## src/rtl/display_scan_mux.sv

```systemverilog
// Time-multiplexed 7-segment scanner: one-hot digit sweep with programmable dwell, per-digit blanking and frame pulse.
// Optional ghosting dead time at the start of each slot is enabled by defining SCAN_GHOST_GUARD_EN.
module display_scan_mux #(
    parameter int NUM_DIGITS = 4,
    parameter int SEG_W      = 7,
    parameter int DWELL      = 50000,
    parameter int GUARD      = 2
) (
    input  logic                        CLK,
    input  logic                        RST,
    input  logic                        EN,
    input  logic [NUM_DIGITS*SEG_W-1:0] SEG_IN,
    input  logic [NUM_DIGITS-1:0]       BLANK,
    output logic [NUM_DIGITS-1:0]       DIG_SEL,
    output logic [SEG_W-1:0]            SEG_OUT,
    output logic                        FRAME_TICK
);

    localparam int IDX_W = (NUM_DIGITS > 1) ? $clog2(NUM_DIGITS) : 1;
    localparam int CNT_W = (DWELL > 1) ? $clog2(DWELL) : 1;

    localparam logic [IDX_W-1:0] IDX_LAST  = IDX_W'(NUM_DIGITS - 1);
    localparam logic [CNT_W-1:0] CNT_LAST  = CNT_W'(DWELL - 1);
    localparam logic [CNT_W-1:0] GUARD_CNT = CNT_W'(GUARD);

`ifdef SCAN_GHOST_GUARD_EN
    localparam bit GUARD_ON = 1'b1;
`else
    localparam bit GUARD_ON = 1'b0;
`endif

    logic [IDX_W-1:0]      idx;
    logic [CNT_W-1:0]      cnt;

    logic [NUM_DIGITS-1:0] dig_onehot;
    logic [SEG_W-1:0]      seg_pick;
    logic                  blank_pick;
    logic                  slot_last;
    logic                  frame_last;
    logic                  in_guard;

    // Decode the current digit: select line, segment slice and blank bit.
    // NOTE: every always_comb output gets a default first, so no path leaves it unassigned (no latch).
    always_comb begin
        dig_onehot = '0;
        seg_pick   = '0;
        blank_pick = 1'b0;
        for (int i = 0; i < NUM_DIGITS; i++) begin
            if (idx == IDX_W'(i)) begin
                dig_onehot[i] = 1'b1;
                seg_pick      = SEG_IN[i*SEG_W +: SEG_W];
                blank_pick    = BLANK[i];
            end
        end
    end

    assign slot_last  = (cnt == CNT_LAST);
    assign frame_last = slot_last && (idx == IDX_LAST);
    // Dead time keeps the digit driver off while segment lines settle; slot timing is unaffected.
    assign in_guard   = GUARD_ON && (cnt < GUARD_CNT);

    // NOTE: sequential state uses non-blocking assignments so every register samples pre-edge values.
    always_ff @(posedge CLK) begin
        if (RST) begin
            idx        <= '0;
            cnt        <= '0;
            DIG_SEL    <= '0;
            SEG_OUT    <= '0;
            FRAME_TICK <= 1'b0;
        end else if (!EN) begin
            // Paused: position is held so the scan resumes mid-slot.
            DIG_SEL    <= '0;
            SEG_OUT    <= '0;
            FRAME_TICK <= 1'b0;
        end else begin
            DIG_SEL    <= (blank_pick || in_guard) ? '0 : dig_onehot;
            SEG_OUT    <= blank_pick ? '0 : seg_pick;
            FRAME_TICK <= frame_last;
            if (slot_last) begin
                cnt <= '0;
                idx <= (idx == IDX_LAST) ? '0 : idx + IDX_W'(1);
            end else begin
                cnt <= cnt + CNT_W'(1);
            end
        end
    end

endmodule

```

## config.mk

```make
export PLATFORM = sky130hd
export DESIGN_NAME = display_scan_mux
export DESIGN_NICKNAME = d
export VERILOG_FILES = /design/src/rtl/display_scan_mux.sv
export SDC_FILE = /design/constraint.sdc
export NUM_CORES = 1
export LEC_CHECK = 0
export BUFFER_PORTS_ARGS = -buffer_cell sky130_fd_sc_hd__buf_2
export CORE_MARGIN = 3
export CORE_UTILIZATION = 36
export CTS_CLUSTER_DIAMETER = 30
export DETAILED_ROUTE_END_ITERATION = 7
export HOLD_SLACK_MARGIN = 0.1
export PLACE_DENSITY = 0.68
export SYNTH_ARGS = -nofsm -noshare
export SYNTH_HDL_FRONTEND = slang
export SYNTH_SLANG_ARGS = --single-unit
```

## constraint.sdc

```tcl
create_clock -name CLK -period 3.4 [get_ports CLK]
set_clock_uncertainty 0.15 [all_clocks]
set_input_delay 0.34 -clock CLK [delete_from_list [all_inputs] [get_ports CLK]]
set_output_delay 0.34 -clock CLK [all_outputs]
set_load 0.01 [all_outputs]
```

==> summary.md, run 1 <==
| Metric | Value |
|---|---|
| Status | `finished, final reports clean` |
| Post-CTS sizing | `0` |
| Design Power | `0.691 mW` |
| Clk Latency, worst-skew pair | `0.27 ns` |
| Hold Buf Count CTS | `0` |
| Ys Warns | `0` |
| Final core utilization | `0.470` |
| Crit end category | `register` |
| Placed cells | `250` |
| Via Count | `1,267` |
| Final WS setup | `1.18 ns` |
| Final setup vio count | `0` |
| CP Launch Type | `register` |
| PortBufs | `46` |
| CTS tree | `done` |
| Leak | `0.800 nW` |
| Area occupied by multi-input gates | `782 um2` |
| Die Area | `0.00487 mm2` |
| Maximum clock insertion buffer count | `2` |
| Drt first pass iters | `4` |
| Crit-path max FO | `11` |
| F_max | `0.450 GHz` |
| Die W | `69.8 um` |
| Initial antenna violation count | `0` |
| Hold Crit Class | `primary input to register` |
| Worst path max stage delay | `0.41 ns` |
| Cells after Synth | `167` |
| Slew margin rel. | `0.594` |
| EDFF count, synth | `0` |
| RSZ-0062 raised after global routing | `no` |
| Number of global-route vias before repair | `1,188` |
| Htree depth | `2` |
| Finished Cell Area | `0.00179 mm2` |
| Die height | `69.8 um` |
| Kind of cell adding the most delay to the critical path | `simple AND/OR/NAND/NOR gates` |
| # rows | `22` |
| Nets@finish | `249` |
| Maxcap violations | `0` |
| Num CTS Buffers | `5` |
| Iteration-0 DRC Markers | `42` |
| Largest net degree at the start of global routing | `18` |
| Area growth syn-to-layout | `21.9%` |
| Overflow after GRT | `0` |
| Main synth FF type | `dfxtp_1` |
| Routed Antenna Nets | `0` |
| Pins Over Slew Limit | `0` |
| Synthesized flop and latch total | `30` |
| IO Pins | `47` |
| Placed inst area | `0.00170 mm2` |
| Post-CTS Setup Inserts | `0` |
| Post-Syn Nets | `207` |
| Yosys top cell by area | `dfxtp_1` |
| GRT Total Usage | `0.131` |
| Crit path buf inv count | `2` |
| Synth Area per Inst | `8.77 um2` |
| Critical Path, Cell by Cell | `inv_1 -> ha_1 -> clkinv_1 -> o221ai_1 -> nand4b_1 -> nor2_1` |
| Final wirelength | `3.13 mm` |
| Core area | `0.00380 mm2` |
| Final worst path period need | `2.22 ns` |
| Clock sinks | `30` |
| Worst VDD drop | `0.273 mV` |
| Tcrit/Tclk final | `0.653` |
| Avg Vias per Cell | `4.91` |
| Required @ worst endpoint | `3.45 ns` |
| Least-Margin Pin Slew | `0.608 ns` |
| WS Path Type | `register to register` |
| Slowest CP cell | `nand4b_1` |
| First-pass GRT wire length | `5.19 mm` |
| Pwr dens | `386 mW/mm2` |
| Synth top area cells | `dfxtp_1 (41%), nor2_1 (6.7%), xor2_1 (5.4%)` |
| Unique masters post-synth | `40` |
| Antenna cell count | `0` |
| Data arrival, critical path | `2.27 ns` |
| Reg area | `601 um2` |
| Wirelength per Cell | `12.1 um` |
| Hold Slack | `0.122 ns` |
| Finished Layout Cells | `258` |
| Clock Pin Slew Worst Setup and Hold Paths | `0.06 ns` |
| Share of layout cells above drive strength 1 | `0.286` |
| Setup Slack @ Placement | `1.20 ns` |
| Routability cong. | `0.752` |
| Initial Util | `0.386` |
| Filler cells | `379` |
| Fraction of registers with async set or reset after synthesis | `0` |
| Sequential-to-total area share from yosys stat | `0.410` |
| Setup TNS | `0 ns` |
| Hold Vio Cnt, Final | `0` |
| Post-synth top area share | `0.410` |
| Detailed Place HPWL | `2.38 mm` |
| DRC errors left | `0` |
| Mapped Area | `0.00147 mm2` |
| Root Buffer | `clkbuf_8` |
-- per-layer routing --
metal	wire, um	track usage
met5	0	0
met4	76	0.0638
met3	134	0.0449
met2	1450	0.201
met1	1470	0.162
-- state kept, by name, indices dropped and copies added (netlist names) --
signal and count:
idx 2, cnt 16, SEG_OUT 7, DIG_SEL 4, FRAME_TICK 1
-- path summary, 6_finish.rpt --
kind	from	end	slack, ns	cells after the start
setup / recovery	idx[0]	SEG_OUT[3]	1.18	6
hold / removal	RST	idx[1]	0.12	2
setup reg to reg	idx[0]	SEG_OUT[3]	1.18	6
hold reg to reg	idx[0]	idx[0]	0.36	2
-- final cells by class --
cell class,instances,area share
tap,48,0.0336
clock inverter,1,0.00280
timing repair buffer,46,0.129
sequential,30,0.336
multi-input combinational,120,0.438
inverter,6,0.0126
clock buffer,7,0.0483
-- cell families after synthesis --
family	share of synthesized area
simple gates	0.246
compound gates	0.154
flops	0.410
xor+xnor	0.0777
buf+inv	0.0564
fa+ha+maj	0.0427
mux	0.0137
-- power by group --
part	switching (mW)	internal [mW]
clock	0.124	0.163
combinational	0.0202	0.0236
sequential	0.00281	0.357
total	0.147	0.543
-- cells in the final DEF, fill, tap and decap left out, drive strengths merged, types with 3 or more instances in the layout --
master,instances
clkbuf,7
buf,46
and4,4
ha,5
a22oi,7
inv,4
nand3,5
xor2,9
o21a,7
nand4,6
o21ai,7
xnor2,4
dfxtp,30
nor2,26
nand2,11
clkinv,3
a21oi,10
-- cells in the mapped netlist, types with 3 or more instances --
library cell  instances
nor2_1               26
nand2_1              11
a21oi_1               9
inv_1                 4
xnor2_1               4
ha_1                  5
a22oi_1               7
and4_1                3
xor2_1                9
o21a_1                7
nand3_1               4
o21ai_0               7
nand4_1               5
clkbuf_1              5
dfxtp_1              30
No activity file was read; power rests on OpenSTA's default activity.
==> run 2, diff against run 1 <==
Settings changed: PLACE_DENSITY 0.68 to 0.7.
Clock period 3.4 ns to 1.8 ns, I/O delays scaled along.
==> run 2 against run 1 <==
Effect of this change:
- wire length grew 14%
- final area increased by 14%
- critical endpoint is now SEG_OUT[5]
- critical path depth grew 1
- highest routed layer unchanged
- largest power group unchanged
- non-clock buffer count rose by 27
==> summary.md, run 2 (synthesized netlist as in run 1, its figures left out) <==
| Metric | Value |
|---|---|
| CTS tree | `done (unchanged)` |
| Placed cells | `262 (was 250)` |
| Core area | `0.00380 mm2 (unchanged)` |
| WS Path Type | `register to register (unchanged)` |
| Final core utilization | `0.535 (was 0.470)` |
| Flop pwr share | `0.504 (was 0.521)` |
| Routed Antenna Nets | `0 (unchanged)` |
| CP Launch Type | `register (unchanged)` |
| Die Area | `0.00487 mm2 (unchanged)` |
| Clk Latency, worst-skew pair | `0.28 ns (was 0.27 ns)` |
| Die W | `69.8 um (unchanged)` |
| Area occupied by multi-input gates | `788 um2 (was 782 um2)` |
| NetSw | `0.296 mW (was 0.147 mW)` |
| Most common cell after layout, fill and taps aside | `buf_2 (unchanged)` |
| Crit-path max FO | `11 (unchanged)` |
| # rows | `22 (unchanged)` |
| Internal | `1.05 mW (was 0.543 mW)` |
| Required @ worst endpoint | `1.86 ns (was 3.45 ns)` |
| Number of global-route vias before repair | `1,340 (was 1,188)` |
| Leak | `0.925 nW (was 0.800 nW)` |
| Placed inst area | `0.00179 mm2 (was 0.00170 mm2)` |
| Hold Crit Class | `primary input to register (unchanged)` |
| Largest register FFs | `16 (unchanged)` |
| Logic pwr share | `0.083 (was 0.063)` |
| Antenna cell count | `0 (unchanged)` |
| Most flops, register | `cnt (unchanged)` |
| Overflow after GRT | `0 (unchanged)` |
| Hold Slack | `0.102 ns (was 0.122 ns)` |
| Tcrit/Tclk final | `0.930 (was 0.653)` |
| Share of layout cells above drive strength 1 | `0.312 (was 0.286)` |
| Filler cells | `341 (was 379)` |
| Root Buffer | `clkbuf_8 (unchanged)` |
| Clock Pin Slew Worst Setup and Hold Paths | `0.06 ns (about the same)` |
| Final setup vio count | `0 (unchanged)` |
| RSZ-0062 raised after global routing | `no (unchanged)` |
| Sw Share | `0.220 (was 0.213)` |
| Reg area | `601 um2 (unchanged)` |
| Avg Vias per Cell | `4.87 (was 4.91)` |
| Maximum clock insertion buffer count | `2 (unchanged)` |
| Crit end category | `register (unchanged)` |
| Final wirelength | `3.56 mm (was 3.13 mm)` |
| Area growth syn-to-layout | `38.6% (was 21.9%)` |
| Clock power share | `0.412 (was 0.416)` |
| Finished Layout Cells | `285 (was 258)` |
| Finished Cell Area | `0.00203 mm2 (was 0.00179 mm2)` |
| Status | `finished, final reports clean (unchanged)` |
| Drt first pass iters | `4 (unchanged)` |
| Pins Over Slew Limit | `0 (unchanged)` |
| Pwr dens | `663 mW/mm2 (was 386 mW/mm2)` |
| GRT Total Usage | `0.154 (was 0.131)` |
| Via Count | `1,389 (was 1,267)` |
| Clock sinks | `30 (unchanged)` |
| Htree depth | `2 (unchanged)` |
| Final worst path period need | `1.67 ns (was 2.22 ns)` |
| Num CTS Buffers | `5 (unchanged)` |
| Nets@finish | `276 (was 249)` |
| Least-Margin Pin Slew | `0.328 ns (was 0.608 ns)` |
| F_max | `0.597 GHz (was 0.450 GHz)` |
| DRC errors left | `0 (unchanged)` |
| Hold Vio Cnt, Final | `0 (unchanged)` |
| Biggest regs | `cnt: 16 flops, SEG_OUT: 7 flops, DIG_SEL: 4 flops (unchanged)` |
| Detailed Place HPWL | `2.48 mm (was 2.38 mm)` |
| Data arrival, critical path | `1.74 ns (was 2.27 ns)` |
| Wirelength per Cell | `12.5 um (was 12.1 um)` |
| Routability cong. | `0.758 (was 0.752)` |
| Worst VDD drop | `0.529 mV (was 0.273 mV)` |
| Maxcap violations | `0 (unchanged)` |
| PortBufs | `46 (unchanged)` |
| Setup TNS | `0 ns (unchanged)` |
| IO Pins | `47 (unchanged)` |
| Most frequent cells in the layout | `buf_2 (46), dfxtp_1 (30), nor2_1 (26) (unchanged)` |
| Iteration-0 DRC Markers | `41 (was 42)` |
| First-pass GRT wire length | `6.02 mm (was 5.19 mm)` |
| Slew margin rel. | `0.778 (was 0.594)` |
| Die height | `69.8 um (unchanged)` |
| Initial Util | `0.386 (unchanged)` |
| Initial antenna violation count | `0 (unchanged)` |
| Largest net degree at the start of global routing | `17 (was 18)` |
## run 2: cell count changes in the layout (fill, tap and decap cells not counted), sizes merged
cell,previous run,this run
buf,46,59
dlygate4sd3,0,14
## run 2: power groups by stage
stage / Clock [mW] / Sequential, mW / Combinational [mW]
floorplan: 0 / 0.696 / 0.0333
global placement: 0 / 0.693 / 0.0849
detailed placement: 0 / 0.693 / 0.0860
CTS: 0.569 / 0.678 / 0.111
global route: 0.600 / 0.679 / 0.126
finish: 0.555 / 0.678 / 0.112
## run 2: worst max-delay path, cell delays in order, from the launching register on
cell      delay, ns
dfxtp_1        0.39
inv_1          0.08
ha_1           0.24
a21o_1         0.16
o221ai_1       0.15
nand4b_1       0.12
buf_4          0.19
nor2_1         0.13
## run 2: timing repair
action | CTS | global route
setup endpoints to repair | 11 | 1
gates resized for setup | 0 | 1
hold buffers | 14 | 0
hold endpoints to repair | 12 | 0
pin swaps | 1 | 0
buffers inserted | 1 | 0
## run 2: per-stage QoR
step / power, mW / setup slack [ns]
2_1_floorplan: 0.729 / 0.0219
3_3_place_gp: 0.778 / 0.0135
3_5_place_dp: 0.779 / -0.124
4_1_cts: 1.36 / 0.114
5_1_grt: 1.40 / 0.0265
6_report: 1.35 / 0.125
## run 2: worst paths after layout
kind | depth (start not counted) | slack, ns | from | endpoint
max | 7 | 0.13 | idx[0] | SEG_OUT[5]
max reg2reg | 7 | 0.13 | idx[0] | SEG_OUT[5]
min reg2reg | 2 | 0.35 | cnt[15] | cnt[15]
min | 4 | 0.10 | SEG_IN[16] | SEG_OUT[2]
## run 2: metal layers
layer	vias to the layer above	track usage	part of all wire
met3	5	0.0348	0.051
met2	36	0.260	0.52
li1	716	-	-
met5	-	0	0
met4	0	0.0702	0.015
met1	632	0.183	0.41
## run 2: area by class of cell
| class | instances | share of cell area |
|---|---|---|
| clock buffer | 7 | 0.0425 |
| clock inverter | 1 | 0.00246 |
| inverter | 6 | 0.0111 |
| multi-input combinational | 120 | 0.388 |
| sequential | 30 | 0.296 |
| tap | 48 | 0.0296 |
| timing repair buffer | 73 | 0.230 |
